File: src/rtl/ahb_req_arbiter_pkg.sv
// Shared AHB-Lite encodings, defaults and FSM state type for the request arbiter.
package ahb_req_arbiter_pkg;

   localparam logic [1:0] HTRANS_IDLE   = 2'b00;
   localparam logic [1:0] HTRANS_NONSEQ = 2'b10;

   localparam logic [2:0] HBURST_SINGLE = 3'b000;

   localparam logic [2:0] HSIZE_BYTE = 3'b000;
   localparam logic [2:0] HSIZE_HALF = 3'b001;
   localparam logic [2:0] HSIZE_WORD = 3'b010;

   // Data access, privileged, non-bufferable, non-cacheable.
   localparam logic [3:0] HPROT_DEFAULT = 4'b0011;

   typedef enum logic [1:0] {
      StIdle,
      StAddr,
      StData,
      StLerr
   } state_e;

   // Sizes above a word, or addresses not aligned to the access size, are rejected locally.
   function automatic logic req_illegal(input logic [2:0] size, input logic [1:0] addr_lsb);
      return (size > HSIZE_WORD) ||
             ((size == HSIZE_HALF) && addr_lsb[0]) ||
             ((size == HSIZE_WORD) && (addr_lsb != 2'b00));
   endfunction

endpackage

File: src/rtl/ahb_rr_arb2.sv
// Two-way round-robin arbiter; remembers the last winner and favours the other on a tie.
module ahb_rr_arb2 (
   input  logic       clk,
   input  logic       rst_n,
   input  logic       en,
   input  logic [1:0] req,
   output logic [1:0] gnt,
   output logic       gnt_id
);

   logic last_q;

   // One-hot grant; a lone requester always wins, a tie goes to the one not served last.
   always_comb begin
      gnt = 2'b00;
      if (en) begin
         unique case (req)
            2'b01:   gnt = 2'b01;
            2'b10:   gnt = 2'b10;
            2'b11:   gnt = last_q ? 2'b01 : 2'b10;
            default: gnt = 2'b00;
         endcase
      end
   end

   assign gnt_id = gnt[1];

   // Track the last winner; reset value makes requester 0 win the first tie.
   always_ff @(posedge clk or negedge rst_n) begin
      if (!rst_n) begin
         last_q <= 1'b1;
      end else if (|gnt) begin
         last_q <= gnt[1];
      end
   end

endmodule

File: src/rtl/ahb_req_arbiter.sv
// Two-requester front end onto a single AHB-Lite manager port, one transfer at a time.
module ahb_req_arbiter
   import ahb_req_arbiter_pkg::*;
#(
   parameter int unsigned ADDR_W = 16,
   parameter int unsigned DATA_W = 32
) (
   input  logic                HCLK,
   input  logic                HRESETn,
   // requester side
   input  logic [1:0]          req_valid,
   output logic [1:0]          req_ready,
   input  logic [1:0]          req_write,
   input  logic [2*ADDR_W-1:0] req_addr,
   input  logic [5:0]          req_size,
   input  logic [2*DATA_W-1:0] req_wdata,
   output logic [1:0]          rsp_valid,
   output logic [DATA_W-1:0]   rsp_rdata,
   output logic                rsp_err,
   // AHB-Lite manager side
   output logic                HSEL,
   output logic [ADDR_W-1:0]   HADDR,
   output logic [1:0]          HTRANS,
   output logic                HWRITE,
   output logic [2:0]          HSIZE,
   output logic [2:0]          HBURST,
   output logic [3:0]          HPROT,
   output logic [DATA_W-1:0]   HWDATA,
   input  logic                HREADY,
   input  logic [DATA_W-1:0]   HRDATA,
   input  logic                HRESP
);

   state_e              state_q;
   logic [1:0]          owner_q;
   logic [DATA_W-1:0]   wdata_q;

   logic                arb_en;
   logic                gnt_id;
   logic                sel_write;
   logic [ADDR_W-1:0]   sel_addr;
   logic [2:0]          sel_size;
   logic [DATA_W-1:0]   sel_wdata;
   logic                sel_bad;

   // Only single transfers with a fixed protection attribute are ever issued.
   assign HBURST = HBURST_SINGLE;
   assign HPROT  = HPROT_DEFAULT;

   // Arbitrate only in IDLE and never while reset is held, so req_ready stays low in reset.
   assign arb_en = HRESETn && (state_q == StIdle);

   ahb_rr_arb2 u_arb (
      .clk    (HCLK),
      .rst_n  (HRESETn),
      .en     (arb_en),
      .req    (req_valid),
      .gnt    (req_ready),
      .gnt_id (gnt_id)
   );

   // Steer the granted requester's fields and classify the request.
   always_comb begin
      sel_write = gnt_id ? req_write[1] : req_write[0];
      sel_addr  = gnt_id ? req_addr[2*ADDR_W-1:ADDR_W] : req_addr[ADDR_W-1:0];
      sel_size  = gnt_id ? req_size[5:3] : req_size[2:0];
      sel_wdata = gnt_id ? req_wdata[2*DATA_W-1:DATA_W] : req_wdata[DATA_W-1:0];
      sel_bad   = req_illegal(sel_size, sel_addr[1:0]);
   end

   // Transfer FSM with registered bus and response outputs.
   always_ff @(posedge HCLK or negedge HRESETn) begin
      if (!HRESETn) begin
         state_q   <= StIdle;
         owner_q   <= 2'b00;
         wdata_q   <= '0;
         HSEL      <= 1'b0;
         HTRANS    <= HTRANS_IDLE;
         HADDR     <= '0;
         HWRITE    <= 1'b0;
         HSIZE     <= HSIZE_WORD;
         HWDATA    <= '0;
         rsp_valid <= 2'b00;
         rsp_rdata <= '0;
         rsp_err   <= 1'b0;
      end else begin
         // Responses are single-cycle pulses.
         rsp_valid <= 2'b00;
         rsp_rdata <= '0;
         rsp_err   <= 1'b0;
         unique case (state_q)
            StIdle: begin
               if (|req_ready) begin
                  owner_q <= req_ready;
                  wdata_q <= sel_wdata;
                  if (sel_bad) begin
                     state_q   <= StLerr;
                     rsp_valid <= req_ready;
                     rsp_err   <= 1'b1;
                  end else begin
                     state_q <= StAddr;
                     HSEL    <= 1'b1;
                     HTRANS  <= HTRANS_NONSEQ;
                     HADDR   <= sel_addr;
                     HWRITE  <= sel_write;
                     HSIZE   <= sel_size;
                  end
               end
            end
            StAddr: begin
               if (HREADY) begin
                  state_q <= StData;
                  HSEL    <= 1'b0;
                  HTRANS  <= HTRANS_IDLE;
                  HWDATA  <= HWRITE ? wdata_q : '0;
               end
            end
            StData: begin
               // An HRESP=1 cycle with HREADY=0 is only the first half of an error response.
               if (HREADY) begin
                  state_q   <= StIdle;
                  HWDATA    <= '0;
                  rsp_valid <= owner_q;
                  rsp_err   <= HRESP;
                  rsp_rdata <= HWRITE ? '0 : HRDATA;
               end
            end
            StLerr: begin
               state_q <= StIdle;
            end
            default: begin
               state_q <= StIdle;
            end
         endcase
      end
   end

endmodule
File: config.mk
export PLATFORM = sky130hd
export DESIGN_NAME = ahb_req_arbiter
export DESIGN_NICKNAME = d
export VERILOG_FILES = /design/src/rtl/ahb_req_arbiter_pkg.sv /design/src/rtl/ahb_rr_arb2.sv /design/src/rtl/ahb_req_arbiter.sv
export SDC_FILE = /design/constraint.sdc
export NUM_CORES = 1
export LEC_CHECK = 0
export CAP_MARGIN = 25
export CORE_MARGIN = 2
export CORE_UTILIZATION = 53
export CTS_CLUSTER_SIZE = 10
export DETAILED_ROUTE_END_ITERATION = 8
export DONT_BUFFER_PORTS = 1
export PLACE_DENSITY_LB_ADDON = 0.2
export SLEW_MARGIN = 25
export SYNTH_ARGS = -nofsm -noshare
export SYNTH_HDL_FRONTEND = slang
export SYNTH_SLANG_ARGS = --single-unit
File: constraint.sdc
create_clock -name HCLK -period 1.7 [get_ports HCLK]
set_clock_uncertainty 0.05 [all_clocks]
set_input_delay 0.34 -clock HCLK [delete_from_list [all_inputs] [get_ports HCLK]]
set_output_delay 0.34 -clock HCLK [all_outputs]
set_load 0.01 [all_outputs]
==> results.yml, run 1 <==
clock_tree:
  cts_buffers: 17
  cts_buffer_depth: 2
  cts_tree: "built"
  cts.clk_slew.worst_paths_ns: 0.06
  clkLatencyLatePin_ns: 0.51
  cts-root-buf: "clkbuf_8"
  h-tree-depth: 4
  clock_sinks: 125
final_layout:
  fillers: 619
  mostFrequentLayoutCells: "nand2_1, dfrtp_1, dlygate4sd3_1"
  fin_nets: 811
  final_area_mm2: 0.00739
  layout_commonest_cell: "nand2_1"
  synthToLayoutAreaGrowth_pct: 39.0
  diodes: 0
  final_layout_size_suffix_gt1_frac: 0.154
job:
  cap_violations: 0
placement:
  io_buffers: 0
  place_hpwl_mm: 8.39
  place_congestion: 0.778
  dpl_cell_area_mm2: 0.00554
worst_setup_path:
  crit_slowest_cell: "dfrtp_2"
  end_kind: "register"
  arrival_ns: 2.30
  crit_fanout: 5
  critPathMaxStageDelay_ns: 0.42
  path_cells: "nor3b_4, nand3_4, buf_6, mux2i_4, nand2b_4, clkbuf_16, mux2_4"
  timing.rr.end: "HADDR[15]"
  worst-setup-path-type: "reg2reg"
  reg2reg_slack_ns: -0.26
  cp_data_required_time_ns: 2.05
  r2r-start: "state_q[0]"
  critPathLaunchType: "register"
  ff2ff_path_depth: 7
synth:
  syn_inst: 552
  synth-edff-count: 0
  synth.avg_cell_area_um2: 9.64
  yosysSeqAreaShare: 0.589
  syn_area_mm2: 0.00532
  ys_ff_latch: 125
  synthArstFlopShare: 1.00
  ys_types: 29
  synth-main-ff-cell: "dfrtp_1"
  yosysWarnings: 0
routing:
  drtIter0Drc: 289
  drt-total-wl_mm: 15.6
  vias: 4476
  drc_errors: 0
  avgViaCountPerCell: 5.49
  ant_nets: 0
  wire_per_inst_um: 19.2
  firstDrtPassIters: 5
global_routing:
  track_usage: 0.282
  grt-ovfl-total: 0
  grt_start_max_net_pins: 128
  grt_pass1_vias: 4463
  grt_antenna_before_repair: 0
  grt_pass1_wl_mm: 23.6
power_and_ir_drop:
  pwr-share-seq: 0.446
  p_switching_mw: 4.13
  ir_worst_vdd_mv: 0.817
  power_density_mw_per_mm2: 1610
  clockPowerShare: 0.284
  power_leakage_nw: 3.54
  p_sw_frac: 0.348
  p_int_mw: 7.74
  power.total_mw: 11.9
  combPwrFrac: 0.270
sta:
  fin_tns_setup_ns: -5.19
  hold_slack_ns: -0.534
  period_share: 1.15
  finalSetupViolCount: 24
  rsz0062_at_grt: "yes"
  hold_viol_final: 125
  fin_crit_ns: 1.96
  fin_ws_ns: -0.258
  drv_slew: 0
  fmaxAchievable_mhz: 511
die:
  die_area_mm2: 0.0109
  row_count: 36
  initial_core_util: 0.544
  boundaryPins: 241
  dieHeight_um: 104
  core_mm2: 0.00977
  fp.dieW_um: 104
status:
  status: "complete, but fails checks"
  violations: "negative hold slack, negative setup slack"
worst_hold_path:
  hold_class: "in2async"
power groups by stage:
stage          Sequential (mW)  Clock, mW  Combinational (mW)
6_report                  5.30       3.37                3.20
5_1_grt                   5.42       3.58                3.56
4_1_cts                   5.27       3.41                2.98
3_5_place_dp              5.31          0                2.65
3_3_place_gp              5.28          0                2.55
2_1_floorplan             5.02          0                2.00
repair_timing:
item	CTS	global route
pin swaps	3	9
endpoints found under the setup margin	21	64
hold endpoints to repair	193	126
hold buffers	98	1
resized for setup	9	19
cloned	2	6
buffers inserted	5	2
per-stage QoR:
step | instances | worst slack, ns | util | hold WS (ns)
after CTS | 808 | -0.259 | 0.737 | -0.553
after global placement | 671 | -0.0618 | 0.566 | -0.00339
after global routing | 815 | -0.333 | 0.756 | -0.559
after detailed placement | 671 | -0.0984 | 0.566 | -0.00272
after floorplan | 558 | -0.0953 | - | -0.00559
final | 815 | -0.258 | 0.756 | -0.534
metal layers:
metal,share of wire,GRT usage,vias to the layer above
li1,-,-,2014
met1,0.35,0.308,2183
met2,0.53,0.497,235
met3,0.081,0.0915,44
met4,0.033,0.133,0
met5,0,0,-
critical path, delay by kind of cell, from the launching register on:
family                 cells  cell delay, ns
DFF                        1            0.42
buffers and inverters      2            0.32
and+or+nand+nor            3            0.57
muxes                      2            0.49
cell type report:
type / instances / area [µm²] / area share
well taps: 133 / 166 / 0.0225
inverters: 2 / 10.0 / 0.00135
multi-input cells: 389 / 2060 / 0.279
flip-flops and latches: 125 / 3130 / 0.424
clock inverters: 14 / 131 / 0.0178
clock buffers: 18 / 428 / 0.0579
repair buffers: 134 / 1460 / 0.198
logic make-up after synthesis:
kind of cell | count (synthesis) | share of synthesized area
AOI/OAI and AO/OA | 79 | 0.0854
buffers and inverters | 44 | 0.0419
DFF | 125 | 0.589
muxes | 20 | 0.0562
other | 2 | 0.00141
and+or+nand+nor | 282 | 0.227
synth_stat cells, types with 2 or more instances:
master / number / area share
dfstp_2: 2 / 0.0099
o21bai_1: 2 / 0.0028
nand2_1: 195 / 0.14
clkbuf_1: 26 / 0.018
buf_4: 10 / 0.014
dfrtp_1: 123 / 0.58
a21oi_1: 3 / 0.0028
a31oi_1: 33 / 0.039
buf_2: 4 / 0.0038
and2_1: 34 / 0.040
mux2_4: 19 / 0.054
nor2b_1: 5 / 0.0059
buf_6: 2 / 0.0042
nor3_1: 6 / 0.0056
inv_1: 2 / 0.0014
conb_1: 2 / 0.0014
o21ai_0: 36 / 0.034
nand2b_1: 3 / 0.0035
nor2_1: 35 / 0.025
flip-flops by register name, indices dropped and copies added (netlist names):
register / count
rsp_valid: 2
HSIZE: 3
owner_q: 2
HADDR: 16
rsp_err: 1
rsp_rdata: 32
wdata_q: 32
state_q: 2
HWDATA: 32
HWRITE: 1
u_arb.last_q: 1
HTRANS: 1
worst max path at each step:
stage	startpoint	to	slack, ns	cells past startpoint
floorplan	state_q[0]	HADDR[0]	-0.1	6
global placement	state_q[0]	HADDR[15]	-0.06	6
detailed placement	state_q[0]	HADDR[15]	-0.1	6
CTS	state_q[1]	req_ready[0]	-0.26	4
global route	state_q[0]	HADDR[1]	-0.33	7
finish	state_q[0]	HADDR[15]	-0.26	7
Note: power is estimated with default switching activity, not from simulation.
==> run 2, diff against run 1 <==
--- a/config.mk
+++ b/config.mk
@@ -8,6 +8,7 @@
 export CAP_MARGIN = 25
 export CORE_MARGIN = 2
 export CORE_UTILIZATION = 53
+export CTS_BUF_LIST = sky130_fd_sc_hd__clkbuf_8 sky130_fd_sc_hd__clkbuf_16
 export CTS_CLUSTER_SIZE = 10
 export DETAILED_ROUTE_END_ITERATION = 8
 export DONT_BUFFER_PORTS = 1
==> constraint.sdc (replaced) <==
create_clock -name HCLK -period 1.9 [get_ports HCLK]
set_clock_uncertainty 0.05 [all_clocks]
set_input_delay 0.38 -clock HCLK [delete_from_list [all_inputs] [get_ports HCLK]]
set_output_delay 0.38 -clock HCLK [all_outputs]
set_load 0.01 [all_outputs]
==> results.yml, run 2 (synthesis gave the netlist of run 1 again) <==
status:
  status: "complete, but fails checks"
  violations: "negative hold slack, negative setup slack"
routing:
  drtIter0Drc: 271
  drc_errors: 0
  firstDrtPassIters: 6
  vias: 4388
  avgViaCountPerCell: 5.40
  drt-total-wl_mm: 15.4
  wire_per_inst_um: 18.9
  ant_nets: 0
global_routing:
  use_met3: 0.0909
  track_usage: 0.286
  grt_pass1_wl_mm: 23.9
  grt_use_met1: 0.328
  grt-ovfl-total: 0
  top_usage_layer: "met2"
  grt_pass1_vias: 4540
  grt_start_max_net_pins: 128
  grt_antenna_before_repair: 0
  met2_usage: 0.496
sta:
  fin_ws_ns: -0.154
  drv_slew: 0
  period_share: 1.08
  fin_crit_ns: 2.05
  hold_viol_final: 125
  finalSetupViolCount: 20
  fmaxAchievable_mhz: 487
  hold_slack_ns: -0.496
  rsz0062_at_grt: "yes"
die:
  dieHeight_um: 104
  boundaryPins: 241
  die_area_mm2: 0.0109
  initial_core_util: 0.544
  row_count: 36
  core_mm2: 0.00977
  fp.dieW_um: 104
power_and_ir_drop:
  power_density_mw_per_mm2: 1460
  p_switching_mw: 3.66
  p_int_mw: 7.17
  clockPowerShare: 0.295
  ir_worst_vdd_mv: 0.678
  p_sw_frac: 0.338
  combPwrFrac: 0.269
  power_leakage_nw: 3.57
  pwr-share-seq: 0.436
clock_tree:
  clkLatencyLatePin_ns: 0.51
  cts_buffers: 17
  cts_tree: "built"
  clock_sinks: 125
  cts-root-buf: "clkbuf_8"
  hold_buffers: 98
  cts_buffer_depth: 2
  cts.clk_slew.worst_paths_ns: 0.06
  h-tree-depth: 4
final_layout:
  layout_commonest_cell: "nand2_1"
  fin_cells: 812
  mostFrequentLayoutCells: "nand2_1, dfrtp_1, dlygate4sd3_1"
  synthToLayoutAreaGrowth_pct: 39.6
  diodes: 0
  fillers: 608
  fin_nets: 809
  final_layout_size_suffix_gt1_frac: 0.141
  reg.largest.list: "HWDATA (32), rsp_rdata (32), wdata_q (32)"
  fin_util: 0.760
placement:
  pre_cts_ws_ns: 0.0848
  place_congestion: 0.800
  io_buffers: 0
  dp_cells: 668
  place_hpwl_mm: 8.39
worst_setup_path:
  cp_data_required_time_ns: 1.47
  crit_family: "simple AND/OR/NAND/NOR gates"
  arrival_ns: 1.62
  path_cells: "nor3b_4, nand3_4, buf_12, clkinv_8, buf_8"
  critPathLaunchType: "register"
  crit_fanout: 7
  crit_slowest_cell: "dfrtp_1"
  critPathMaxStageDelay_ns: 0.40
  critPathBufInv: 3
  worst-setup-path-type: "reg2out"
  end_kind: "primary output"
job:
  cap_violations: 0
worst_hold_path:
  hold_class: "in2async"
run 2: cell count changes in the layout (fill, tap and decap cells not counted), sizes merged:
cell | before | now
dlygate4sd3 | 99 | 98
bufbuf | 1 | 3
clkinvlp | 4 | 3
buf | 30 | 29
clkinv | 4 | 5
clkbuf | 22 | 19
inv | 7 | 5
bufinv | 1 | 3
run 2: final timing paths:
path,slack (ns),end,from,cells past startpoint
max,-0.15,req_ready[1],state_q[1],5
max in group asynchronous,2.08,u_arb.last_q,HRESETn,0
min,-0.50,rsp_rdata[6],HRESETn,0
min reg2reg,0.43,u_arb.last_q,u_arb.last_q,2
min in group HCLK,0.05,HADDR[1],req_addr[17],3
max reg2reg,-0.06,HADDR[7],state_q[1],7
run 2: worst reg2reg max path: stages (launching register included):
cell and delay [ns]:
dfrtp_1 0.40, nor3b_4 0.28, nand3_4 0.13, buf_6 0.15, mux2i_4 0.22, nand2b_4 0.13
clkbuf_16 0.19, mux2_4 0.30
run 2: area by class of cell:
type / instances / area (µm²) / share of cell area
Timing Repair Buffer: 132 / 1470 / 0.198
Sequential cell: 125 / 3130 / 0.422
Clock buffer: 17 / 414 / 0.0558
Inverter: 2 / 22.5 / 0.00303
Tap cell: 133 / 166 / 0.0224
Clock inverter: 14 / 170 / 0.0229
Multi-Input combinational cell: 389 / 2050 / 0.276
run 2: repair_timing:
item                                   in CTS  in global routing
setup endpoints to repair                   2                 45
endpoints found under the hold margin     191                125
setup buffers                               6                  3
resized for setup                           9                 12
cloned                                      5                  3
pin swaps                                   3                  5
run 2: power groups by stage:
stage | Combinational [mW] | Clock [mW] | Sequential (mW)
finish | 2.91 | 3.20 | 4.72
global route | 3.24 | 3.39 | 4.83
CTS | 2.78 | 3.23 | 4.71
detailed placement | 2.41 | 0 | 4.74
global placement | 2.31 | 0 | 4.71
floorplan | 1.79 | 0 | 4.49
run 2: per-layer routing:
layer  vias up  part of all wire
met4         0             0.025
met3        38             0.075
met1      2114              0.38
met5         -                 0
li1       2007                 -
met2       229              0.52
run 2: stage by stage:
| stage | total power [mW] | hold slack [ns] | TNS, ns | cell area [µm²] |
|---|---|---|---|---|
| 6_report | 10.8 | -0.496 | -1.03 | 7430 |
| 5_1_grt | 11.5 | -0.530 | -2.59 | 7430 |
| 4_1_cts | 10.7 | -0.518 | -2.71 | 7310 |
| 3_5_place_dp | 7.15 | 0.0373 | 0 | 5540 |
| 3_3_place_gp | 7.02 | 0.0370 | 0 | 5540 |
| 2_1_floorplan | 6.28 | 0.0344 | 0 | 5340 |
==> run 3, diff against run 2 <==
--- a/config.mk
+++ b/config.mk
@@ -6,13 +6,13 @@
 export NUM_CORES = 1
 export LEC_CHECK = 0
 export CAP_MARGIN = 25
-export CORE_MARGIN = 2
 export CORE_UTILIZATION = 53
 export CTS_BUF_LIST = sky130_fd_sc_hd__clkbuf_8 sky130_fd_sc_hd__clkbuf_16
 export CTS_CLUSTER_SIZE = 10
 export DETAILED_ROUTE_END_ITERATION = 8
 export DONT_BUFFER_PORTS = 1
 export PLACE_DENSITY_LB_ADDON = 0.2
+export SKIP_LAST_GASP = 1
 export SLEW_MARGIN = 25
 export SYNTH_ARGS = -nofsm -noshare
 export SYNTH_HDL_FRONTEND = slang
==> results.yml, run 3 (synthesis gave the netlist of run 1 again) <==
sta:
  period_share: 1.06
  fin_ws_ns: -0.111
  hold_slack_ns: -0.491
  rsz0062_at_grt: "yes"
  hold_viol_final: 125
  fmaxAchievable_mhz: 497
  drv_slew: 0
  fin_crit_ns: 2.01
  finalSetupViolCount: 21
  fin_tns_setup_ns: -1.83
die:
  dieHeight_um: 102
  initial_core_util: 0.547
  row_count: 36
  core_mm2: 0.00973
  fp.dieW_um: 102
  boundaryPins: 241
  die_area_mm2: 0.0104
final_layout:
  fin_cells: 809
  mostFrequentLayoutCells: "nand2_1, dfrtp_1, dlygate4sd3_1"
  seq_area_mm2: 0.00313
  diodes: 0
  fin_nets: 805
  multi_input_area_mm2: 0.00204
  synthToLayoutAreaGrowth_pct: 38.0
  reg.largest.list: "HWDATA (32), rsp_rdata (32), wdata_q (32)"
  final_layout_size_suffix_gt1_frac: 0.138
  fillers: 626
  final_area_mm2: 0.00734
  layout_commonest_cell: "nand2_1"
routing:
  firstDrtPassIters: 5
  wire_per_inst_um: 18.8
  dr_wl_met2_mm: 8.09
  drc_errors: 0
  vias: 4339
  met3WireLength_mm: 1.28
  drtIter0Drc: 161
  met1_length_mm: 5.48
  top_layer: "met4"
  avgViaCountPerCell: 5.36
  drt-total-wl_mm: 15.2
  ant_nets: 0
worst_setup_path:
  crit_fanout: 5
  critPathMaxStageDelay_ns: 0.40
  critPathBufInv: 3
  arrival_ns: 2.35
  ff2ff_path_depth: 8
  crit_slowest_cell: "dfrtp_1"
  worst-setup-path-type: "reg2reg"
  path_cells: "nor3b_4, buf_6, nand3_4, buf_4, mux2i_4, nand2b_4, clkbuf_16, mux2_4"
  cp_num_cells: 8
  cp_data_required_time_ns: 2.24
  crit_family: "multiplexers"
  end_kind: "register"
  critPathLaunchType: "register"
clock_tree:
  clock_sinks: 125
  cts_buffer_depth: 2
  cts_buffers: 17
  cts.clk_slew.worst_paths_ns: 0.06
  h-tree-depth: 4
  cts-root-buf: "clkbuf_8"
  cts_tree: "built"
  clkLatencyLatePin_ns: 0.51
  hold_buffers: 97
status:
  status: "complete, but fails checks"
  violations: "negative hold slack, negative setup slack"
power_and_ir_drop:
  power_density_mw_per_mm2: 1470
  ir_worst_vdd_mv: 0.688
  power_leakage_nw: 3.55
  power.total_mw: 10.8
job:
  cap_violations: 0
global_routing:
  grt_pass1_vias: 4341
  track_usage: 0.291
  grt-ovfl-total: 0
  grt_pass1_wl_mm: 22.3
  grt_start_max_net_pins: 128
  grt_antenna_before_repair: 0
worst_hold_path:
  hold_class: "in2async"
placement:
  io_buffers: 0
  dp_cells: 665
  place_hpwl_mm: 8.01
  dpl_cell_area_mm2: 0.00549
  place_congestion: 0.815
==> run 3: changes by cell type in the layout (fill, tap and decap cells not counted), sizes merged <==
cell and change:
buf -3, clkbuf +2, clkinvlp -2, dlygate4sd3 -1, inv +1
==> run 3: area by class of cell <==
| type | count | share of cell area |
|---|---|---|
| Clock buffer | 19 | 0.0602 |
| Clock inverter | 13 | 0.0223 |
| Inverter | 2 | 0.00170 |
| Multi-Input combinational cell | 389 | 0.277 |
| Sequential cell | 125 | 0.426 |
| Tap cell | 133 | 0.0227 |
| Timing Repair Buffer | 128 | 0.190 |
==> run 3: metrics by stage <==
| stage | worst slack (ns) | util |
|---|---|---|
| finish | -0.111 | 0.755 |
| global route | -0.161 | 0.755 |
| CTS | -0.119 | 0.747 |
| detailed placement | 0.0173 | 0.564 |
| global placement | 0.0852 | 0.564 |
| floorplan | 0.0976 | - |
==> run 3: report_power, final <==
part / switching (mW) / internal, mW
clock: 1.21 / 2.08
sequential: 1.03 / 3.69
combinational: 1.38 / 1.40
total: 3.61 / 7.17
==> run 3: path summary, 6_finish.rpt <==
path / startpoint / slack [ns] / endpoint
max reg2reg: state_q[1] / -0.11 / HADDR[11]
max: state_q[1] / -0.11 / HADDR[11]
min: HRESETn / -0.49 / HWDATA[8]
min in group HCLK: req_wdata[35] / 0.03 / wdata_q[3]
min reg2reg: u_arb.last_q / 0.41 / u_arb.last_q
max in group asynchronous: HRESETn / 2.05 / u_arb.last_q
==> run 3: routing by layer <==
metal  track usage  vias up
met5             0        -
met4         0.153        0
met3         0.108       33
met2         0.502      222
met1         0.310     2086
li1              -     1998
==> run 3: worst register-to-register path, stage by stage, from the launching register on <==
cell       delay (ns)
dfrtp_1          0.40
nor3b_4          0.25
buf_6            0.14
nand3_4          0.07
buf_4            0.17
mux2i_4          0.20
nand2b_4         0.16
clkbuf_16        0.18
mux2_4           0.30
==> run 3: repair_timing <==
item	CTS	global route
endpoints found under the hold margin	191	125
pin swaps	3	3
endpoints found under the setup margin	2	72
buffers inserted	8	1
gates cloned	4	3
gates resized for setup	7	7
